## src/rtl/wave_capture_if.sv

```systemverilog
// wave_capture_if: sample stream, display-idle and waveform-RAM write port
// for the wave_capture block.
//
// Handshake: new_sample_ready is a one-cycle strobe that qualifies
// new_sample_in in the same cycle. There is no ready/backpressure: every
// strobe is accepted. Strobes may arrive on consecutive cycles.
// write_enable is a one-cycle strobe that qualifies write_address and
// write_sample in the same cycle.
// state_dbg exposes the capture FSM state (0 ARMED, 1 ACTIVE, 2 WAIT).
interface wave_capture_if #(
  parameter int SAMPLE_W = 16,
  parameter int ADDR_W   = 9
);
  logic                       new_sample_ready;
  logic signed [SAMPLE_W-1:0] new_sample_in;
  logic                       wave_display_idle;
  logic [ADDR_W-1:0]          write_address;
  logic                       write_enable;
  logic [7:0]                 write_sample;
  logic                       read_index;
  logic [1:0]                 state_dbg;

  // Capture block side.
  modport slave (
    input  new_sample_ready,
    input  new_sample_in,
    input  wave_display_idle,
    output write_address,
    output write_enable,
    output write_sample,
    output read_index,
    output state_dbg
  );

  // Environment side: sample source, display and RAM.
  modport master (
    output new_sample_ready,
    output new_sample_in,
    output wave_display_idle,
    input  write_address,
    input  write_enable,
    input  write_sample,
    input  read_index,
    input  state_dbg
  );
endinterface

```

## src/rtl/wave_capture.sv

```systemverilog
// wave_capture: writer side of a double-buffered 512x8 waveform RAM.
// Arms on a rising zero crossing of the audio stream, stores NUM_SAMPLES
// consecutive samples into the half the display is not reading, then
// swaps halves while the display is idle.
// Optional macro WAVE_CAPTURE_AUTOTRIG_EN: forces a trigger after
// AUTO_TRIG_SAMPLES strobes in ARMED so silent/DC input still refreshes.
module wave_capture #(
  parameter int SAMPLE_W          = 16,
  parameter int NUM_SAMPLES       = 256,
  parameter int AUTO_TRIG_SAMPLES = 1024
) (
  input  logic           clk,
  input  logic           reset,
  wave_capture_if.slave  cap_if
);

  localparam int CNT_W  = $clog2(NUM_SAMPLES);
  localparam int ADDR_W = CNT_W + 1;
  localparam logic [CNT_W-1:0] LAST_CNT = CNT_W'(NUM_SAMPLES - 1);

  // Holdoff counter is at least 11 bits wide so the default 1024 fits.
  localparam int HOLD_W_RAW = $clog2(AUTO_TRIG_SAMPLES + 1);
  localparam int HOLD_W     = (HOLD_W_RAW > 11) ? HOLD_W_RAW : 11;
  localparam logic [HOLD_W-1:0] HOLD_LAST = HOLD_W'(AUTO_TRIG_SAMPLES - 1);

  typedef enum logic [1:0] {
    ST_ARMED  = 2'd0,
    ST_ACTIVE = 2'd1,
    ST_WAIT   = 2'd2
  } state_e;

  state_e              state_q, state_d;
  logic [CNT_W-1:0]    count_q, count_d;
  logic                prev_msb_q, prev_msb_d;
  logic                read_index_q, read_index_d;
  logic                we_q, we_d;
  logic [ADDR_W-1:0]   addr_q, addr_d;
  logic [7:0]          data_q, data_d;

  logic                sample_msb;
  logic [7:0]          sample_fmt;
  logic                zero_cross;
  logic                auto_trig;

  // Offset-binary conversion of the top 8 bits: flip the sign bit.
  assign sample_msb = cap_if.new_sample_in[SAMPLE_W-1];
  assign sample_fmt = {~sample_msb, cap_if.new_sample_in[SAMPLE_W-2 -: 7]};
  // Negative-to-non-negative transition between consecutive strobes.
  assign zero_cross = cap_if.new_sample_ready & prev_msb_q & ~sample_msb;

`ifdef WAVE_CAPTURE_AUTOTRIG_EN
  logic [HOLD_W-1:0] holdoff_q, holdoff_d;

  // The AUTO_TRIG_SAMPLES-th strobe seen in ARMED fires a trigger.
  assign auto_trig = cap_if.new_sample_ready && (holdoff_q == HOLD_LAST);

  // Holdoff counts strobes only while ARMED; it is zero on every entry.
  always_comb begin
    holdoff_d = holdoff_q;
    if (state_q != ST_ARMED) begin
      holdoff_d = '0;
    end else if (cap_if.new_sample_ready && !zero_cross && !auto_trig) begin
      holdoff_d = holdoff_q + 1'b1;
    end else if (zero_cross || auto_trig) begin
      holdoff_d = '0;
    end
  end

  // Holdoff counter register.
  always_ff @(posedge clk) begin
    if (!reset) begin
      holdoff_q <= '0;
    end else begin
      holdoff_q <= holdoff_d;
    end
  end
`else
  logic unused_autotrig_cfg;
  assign unused_autotrig_cfg = ^HOLD_LAST;
  assign auto_trig = 1'b0;
`endif

  // Next-state and registered-output logic for the capture FSM.
  always_comb begin
    state_d      = state_q;
    count_d      = count_q;
    prev_msb_d   = prev_msb_q;
    read_index_d = read_index_q;
    we_d         = 1'b0;
    addr_d       = addr_q;
    data_d       = data_q;

    // Sign history tracks every strobe regardless of state.
    if (cap_if.new_sample_ready) begin
      prev_msb_d = sample_msb;
    end

    case (state_q)
      ST_ARMED: begin
        // The triggering sample is the first stored sample.
        if (zero_cross || auto_trig) begin
          we_d    = 1'b1;
          addr_d  = {~read_index_q, {CNT_W{1'b0}}};
          data_d  = sample_fmt;
          count_d = CNT_W'(1);
          state_d = ST_ACTIVE;
        end
      end
      ST_ACTIVE: begin
        if (cap_if.new_sample_ready) begin
          we_d   = 1'b1;
          addr_d = {~read_index_q, count_q};
          data_d = sample_fmt;
          if (count_q == LAST_CNT) begin
            count_d = '0;
            state_d = ST_WAIT;
          end else begin
            count_d = count_q + 1'b1;
          end
        end
      end
      ST_WAIT: begin
        // Swap halves only while the display is not drawing.
        if (cap_if.wave_display_idle) begin
          read_index_d = ~read_index_q;
          state_d      = ST_ARMED;
        end
      end
      default: begin
        state_d = ST_ARMED;
        count_d = '0;
      end
    endcase
  end

  // State and output registers; reset abandons any partial capture.
  always_ff @(posedge clk) begin
    if (!reset) begin
      state_q      <= ST_ARMED;
      count_q      <= '0;
      prev_msb_q   <= 1'b0;
      read_index_q <= 1'b0;
      we_q         <= 1'b0;
      addr_q       <= '0;
      data_q       <= '0;
    end else begin
      state_q      <= state_d;
      count_q      <= count_d;
      prev_msb_q   <= prev_msb_d;
      read_index_q <= read_index_d;
      we_q         <= we_d;
      addr_q       <= addr_d;
      data_q       <= data_d;
    end
  end

  assign cap_if.write_enable  = we_q;
  assign cap_if.write_address = addr_q;
  assign cap_if.write_sample  = data_q;
  assign cap_if.read_index    = read_index_q;
  assign cap_if.state_dbg     = state_q;

endmodule

```

## src/flat_wrapper.sv

```systemverilog
// flat-port wrapper written by rule: the top's interface ports become plain ports
module wave_capture_flat 
#(
  parameter int SAMPLE_W          = 16,
  parameter int NUM_SAMPLES       = 256,
  parameter int AUTO_TRIG_SAMPLES = 1024
)
  (clk, reset, cap_if_new_sample_ready, cap_if_new_sample_in, cap_if_wave_display_idle, cap_if_write_address, cap_if_write_enable, cap_if_write_sample, cap_if_read_index, cap_if_state_dbg);
  wave_capture_if #(.SAMPLE_W(SAMPLE_W), .ADDR_W(9)) cap_if_i ();
  input  logic clk;
  input  logic reset;
  input wire logic [$bits(cap_if_i.new_sample_ready)-1:0] cap_if_new_sample_ready;
  input wire logic [$bits(cap_if_i.new_sample_in)-1:0] cap_if_new_sample_in;
  input wire logic [$bits(cap_if_i.wave_display_idle)-1:0] cap_if_wave_display_idle;
  output wire logic [$bits(cap_if_i.write_address)-1:0] cap_if_write_address;
  output wire logic [$bits(cap_if_i.write_enable)-1:0] cap_if_write_enable;
  output wire logic [$bits(cap_if_i.write_sample)-1:0] cap_if_write_sample;
  output wire logic [$bits(cap_if_i.read_index)-1:0] cap_if_read_index;
  output wire logic [$bits(cap_if_i.state_dbg)-1:0] cap_if_state_dbg;
  assign cap_if_i.new_sample_ready = cap_if_new_sample_ready;
  assign cap_if_i.new_sample_in = cap_if_new_sample_in;
  assign cap_if_i.wave_display_idle = cap_if_wave_display_idle;
  assign cap_if_write_address = cap_if_i.write_address;
  assign cap_if_write_enable = cap_if_i.write_enable;
  assign cap_if_write_sample = cap_if_i.write_sample;
  assign cap_if_read_index = cap_if_i.read_index;
  assign cap_if_state_dbg = cap_if_i.state_dbg;
  wave_capture #(.SAMPLE_W(SAMPLE_W), .NUM_SAMPLES(NUM_SAMPLES), .AUTO_TRIG_SAMPLES(AUTO_TRIG_SAMPLES)) u_core (.clk(clk), .reset(reset), .cap_if(cap_if_i));
endmodule
```

## config.mk

```make
export PLATFORM = sky130hd
export DESIGN_NAME = wave_capture_flat
export DESIGN_NICKNAME = d
export VERILOG_FILES = /design/src/rtl/wave_capture_if.sv /design/src/rtl/wave_capture.sv /design/src/flat_wrapper.sv
export SDC_FILE = /design/constraint.sdc
export NUM_CORES = 1
export LEC_CHECK = 0
export ABC_AREA = 1
export CORE_MARGIN = 4
export CORE_UTILIZATION = 44
export CTS_BUF_LIST = sky130_fd_sc_hd__clkbuf_8
export CTS_CLUSTER_SIZE = 24
export DETAILED_ROUTE_END_ITERATION = 10
export PLACE_DENSITY = 0.83
export SETUP_SLACK_MARGIN = 0.4
export SLEW_MARGIN = 15
export SYNTH_ARGS = -nofsm -noshare
export SYNTH_HDL_FRONTEND = slang
export SYNTH_SLANG_ARGS = --single-unit
```

## constraint.sdc

```tcl
create_clock -name clk -period 1.2 [get_ports clk]
set_input_delay 0.24 -clock clk [delete_from_list [all_inputs] [get_ports clk]]
set_output_delay 0.24 -clock clk [all_outputs]
set_load 0.03 [all_outputs]
```

# == Word-level counts from Yosys, hierarchy flattened ==
# Cells that the tools add are included.
# totals
reg_bits,30
latch_bits,0
mem_bits_rw,0
mem_bits_ro,0
in_bits,20
out_inout_bits,21
word_cells,44
n_memories,0
# classes
addsub,1
mul,0
n_div,0
order_cmp,0
n_eq_ne,7
n_shift,0
mux,18
bitwise_logic,5
reduce_logical,6
# ops
op,n
two-way mux 8 bit,5
one-hot mux 8 bit (3 select lines),1
two-way mux 9 bit,2
one-hot mux 9 bit (2 select lines),1
one-hot mux 8 bit (2 select lines),1
adder 8 x 1 -> 8 bit (second input constant),1
equality test 8 bit (second input constant),1
two-way mux 2 bit,4
one-hot mux 2 bit (3 select lines),1
AND reduction 3 bit,2
inequality test 2 x 1 -> 1 bit (second input constant),2
inequality test 2 bit (second input constant),2
AND reduction 4 bit,1
inverter 1 bit,3
AND 1 bit,2
equality test 2 x 1 -> 1 bit (second input constant),1
equality test 2 bit (second input constant),1
zero test 2 bit,1
two-way mux 1 bit,2
one-hot mux 1 bit (2 select lines),1
AND reduction 2 bit,1
nonzero test 2 bit,1

# == Longest topological paths before layout ==
# depth
depth_word,4
depth_mapped,8
mapped_depth_nobuf,8

# == Least setup slack after synthesis ==
# No wires, ideal clock.
# synth_path
kind,reg2reg
startpoint,"register u_core.state_q[1], in the netlist u_core.cap_if.state_dbg[1]"
endpoint,"register u_core.state_q[0], in the netlist u_core.cap_if.state_dbg[0]"
setup_time_ns,0.116
t_arrival_ns,1.320
required_time_ns,1.084
slack_ns,-0.237
stages_incl_launch_ff,8
n_path_buf,0
synth_period_minus_slack_ns,1.437
cell_sequence,dfxtp_1 > inv_1 > nor2_2 > inv_1 > nor2_1 > nor2_2 > a21oi_1 > nor2_1
# synth_via
elab_chain_len,3
elab_cells_between_ends,9
cone_classes,eq/ne (6); mux (1); reduce/logical (2)
# synth_lines
element,line,source
"start, declared",wave_capture.sv:32,"state_e state_q, state_d;"
"start signal, assigned",wave_capture.sv:147,state_q <= state_d;
equality test 2 x 1 -> 1 bit (tied with other cells),wave_capture.sv:98,case (state_q)
inequality test 2 x 1 -> 1 bit (no line) / inequality test 2 bit (equally long branches),--,
AND reduction 4 bit (no line),--,
# Several ways; a longest one is shown, not always the timed one.
# A chain may end at the register's enable or synchronous reset.

# == Worst setup path in the final report ==
# layout_path
startpoint,register u_core.count_q[1]
endpoint,register u_core.count_q[7]
# layout_via
elab_chain_len,4
elab_cells_between_ends,5
cone_classes,add/sub (1); eq/ne (1); mux (3)
# layout_lines
element,line,source
"start, declared",wave_capture.sv:33,"logic [CNT_W-1:0] count_q, count_d;"
"start signal, assigned",wave_capture.sv:148,count_q <= count_d;
adder 8 x 1 -> 8 bit / equality test 8 bit (equally long branches),"wave_capture.sv:118, wave_capture.sv:114",
two-way mux 8 bit (*),wave_capture.sv:114,if (count_q == LAST_CNT) begin
two-way mux 8 bit (*),wave_capture.sv:110,if (cap_if.new_sample_ready) begin
one-hot mux 8 bit (3 select lines) (*),wave_capture.sv:98,
# Mark *: on every way between the ends. The rest lies on a longest branch, timed or not. The select of a mux whose other input is x is not followed.

==> flow_summary_export.csv <==
group,metric,value,unit
timing,rsz0062_at_grt,"yes",
layout,fill_cells,163,
worst_hold_path,hold_path_class,"in2reg",
power,max-vdd-ir-drop,2.113,mV
die,die_y,64.11,um
placed_design,gp_congestion,0.8776,
logic_synthesis,synthesis.area,1385,sq um
logic_synthesis,yosysWarnings,0,
global_route,grt_overflow,0,
die,die-area,4109,sq um
timing,fin_ws,-167.8,ps
layout,seq_area,639.4,sq um
timing,final.min_clock_period,1368,ps
timing,fmax,0.7311,GHz
clock_tree,clk-insertion-delay-late,290,ps
route,viasPerCell,5.647,
placed_design,place_ws,-519.7,ps
logic_synthesis,ys_ff_latch,30,
route,drc,0,
timing,worst_slew_pin_slew,254.5,ps
die,rows,20,
route,first_pass_iters,5,
die,core,3028,sq um
worst_setup_path,critPathArrivalTime,1550,ps
route,dr.first_iter.drc_count,193,
die,die_width,64.11,um
worst_setup_path,start_kind,"flop",
route,via_count,1762,
timing,slew_headroom,0.8299,
flow_run,maxCapViolations,0,
power,power.leakage,1.041,nW
layout,utilization,0.8306,
logic_synthesis,syn_nets,207,
global_route,grt_max_degree,13,
timing,clock_skew,7.059,ps
status,outcome,"complete, but fails checks",
power,pwr_density_cell,1881,nW/um^2
layout,n_antenna_cell,0,
logic_synthesis,synth-seq-area-share,0.4336,
route,wirelength,5.538,mm
layout,multiInputGateArea,899.6,sq um
placed_design,hpwl,2.612,mm
layout,drive_gt1_frac,0.5821,
global_route,grt_usage,0.2433,
die,ios,41,
global_route,grt_pass1_wl,7.569,mm
worst_setup_path,path_max_fanout,6,
logic_synthesis,yosysUniqueCellTypes,27,
placed_design,portBuffers,32,
route,ant_nets,0,
clock_tree,clk_pin_slew,70,ps
clock_tree,clockBufferDepth,2,
layout,area_delta_synth_final,81.57,%
status,violations,"setup timing",
clock_tree,cts_made_buffers,5,
timing,slew_violations,0,
global_route,first_global_vias,1678,
logic_synthesis,synth_area_per_cell,7.447,sq um
logic_synthesis,syn_inst,186,
layout,fin_nets,288,
die,initial_core_util,0.4574,
clock_tree,cts_tree,"yes",
power,power,0.004731,W
worst_setup_path,crit_type,"reg2reg",
timing,post-route-period-util,1.140,
worst_setup_path,cp-end-kind,"flop",
clock_tree,cts_sinks,30,
timing,setup_viol,28,
timing,report.final.hold_viol_count,0,
route,wl_per_cell,17.75,um
global_route,antenna_found_initial,0,
clock_tree,cts-root-buf,"clkbuf_8",
worst_setup_path,worstPathRequired,1380,ps
clock_tree,cts_hold_buf,0,
clock_tree,htreeDepth,2,
## synthesized netlist by cell type
master / number / area (sq um)
a211oi_1: 1 / 7.510
a21oi_1: 13 / 65.06
a21oi_4: 1 / 16.27
buf_1: 1 / 3.750
buf_2: 1 / 5.000
buf_6: 2 / 22.52
clkbuf_1: 3 / 11.26
dfxtp_1: 30 / 600.6
ha_1: 1 / 12.51
inv_1: 12 / 45.04
inv_2: 2 / 7.510
nand2_1: 44 / 165.2
nand2_2: 1 / 6.260
nand2_4: 1 / 11.26
nand3_1: 29 / 145.1
nand3b_2: 1 / 11.26
nand4_1: 4 / 25.02
nand4_4: 1 / 21.27
nor2_1: 15 / 56.30
nor2_2: 4 / 25.02
nor2_4: 1 / 11.26
nor3b_2: 1 / 12.51
o21ai_0: 6 / 30.03
o21ai_1: 7 / 35.03
o21ai_2: 1 / 8.760
o21bai_1: 2 / 15.01
xor2_1: 1 / 8.760
## worst paths after layout
| path | startpoint | cells past startpoint | endpoint | slack [ps] |
|---|---|---|---|---|
| worst max-delay path | u_core.count_q[1] | 8 | u_core.count_q[7] | -170 |
| worst min-delay path | cap_if_new_sample_ready | 3 | u_core.prev_msb_q | 400 |
| worst max register to register | u_core.count_q[1] | 8 | u_core.count_q[7] | -170 |
| worst min register to register | u_core.cap_if.write_address[1] | 2 | u_core.cap_if.write_address[1] | 460 |
## kinds of logic after synthesis
family	share of synthesized area
AO/OA/AOI/OAI	0.1283
adder cells (fa/ha/maj)	0.009032
XOR/XNOR	0.006325
buffers and inverters	0.06865
flip-flops	0.4336
AND/OR/NAND/NOR	0.3541
## sequential cells by signal, indices dropped and copies added (netlist names)
signal                       cells
u_core.cap_if.read_index         1
u_core.cap_if.state_dbg          2
u_core.cap_if.write_address      9
u_core.cap_if.write_enable       1
u_core.cap_if.write_sample       8
u_core.count_q                   8
u_core.prev_msb_q                1
## per-stage QoR
step / instance area, sq um / hold WS (ps) / setup TNS [ps] / instances
after floorplan: 1414 / 339.0 / 0 / 186
after global placement: 1904 / 439.7 / -10560 / 282
after detailed placement: 1904 / 444.1 / -11600 / 282
after CTS: 2322 / 455.9 / -64.71 / 302
after global routing: 2515 / 397.7 / -3668 / 312
final: 2515 / 400.9 / -1832 / 312
## final cells by class
cell class / instances / share of cell area
Inverter: 14 / 0.02388
Sequential cell: 30 / 0.2542
Tap cell: 44 / 0.02189
Clock buffer: 6 / 0.03284
Multi-Input combinational cell: 136 / 0.3577
Timing Repair Buffer: 80 / 0.3045
Clock inverter: 2 / 0.004975
## per-layer routing
| layer | routed length, um | GRT usage | vias to the layer above |
|---|---|---|---|
| met5 | 0 | 0 | - |
| met4 | 370 | 0.1557 | 0 |
| met3 | 541 | 0.08963 | 45 |
| met2 | 2688 | 0.4232 | 120 |
| met1 | 1937 | 0.2418 | 814 |
| li1 | - | - | 783 |
## power by group
part / total (W) / internal (W) / switching [W]
registers: 0.00130 / 0.00114 / 0.000165
clock network: 0.000883 / 0.000460 / 0.000422
logic: 0.00255 / 0.00110 / 0.00144
total: 0.00473 / 0.00270 / 0.00203
## cells in the final DEF (no fill, tap or decap), types with 7 or more instances in the layout
master           count
nand3_2              8
nor2_4               7
nand2_1             36
buf_4               36
nor2_1               9
clkdlybuf4s50_1      8
a21oi_2              7
o21ai_1             12
dfxtp_2             22
nand3_1             20
inv_1                7
buf_6               30
## repair_timing
item | 4_1_cts | 5_1_grt
resized for setup | 78 | 37
endpoints found under the setup margin | 51 | 51
hold endpoints to repair | 0 | 0
cloned | 1 | 0
buffers inserted | 11 | 10
pin swaps | 17 | 27
## critical path, cell delays in order, from the launching register on
cell and delay [ps]:
dfxtp_2 360, ha_4 180, nand2_4 70, nor2_4 120, nand2_2 80, nand2_4 150
inv_1 110, nand3_2 100, o21ai_1 80
Power figures use the tool's default switching activity.
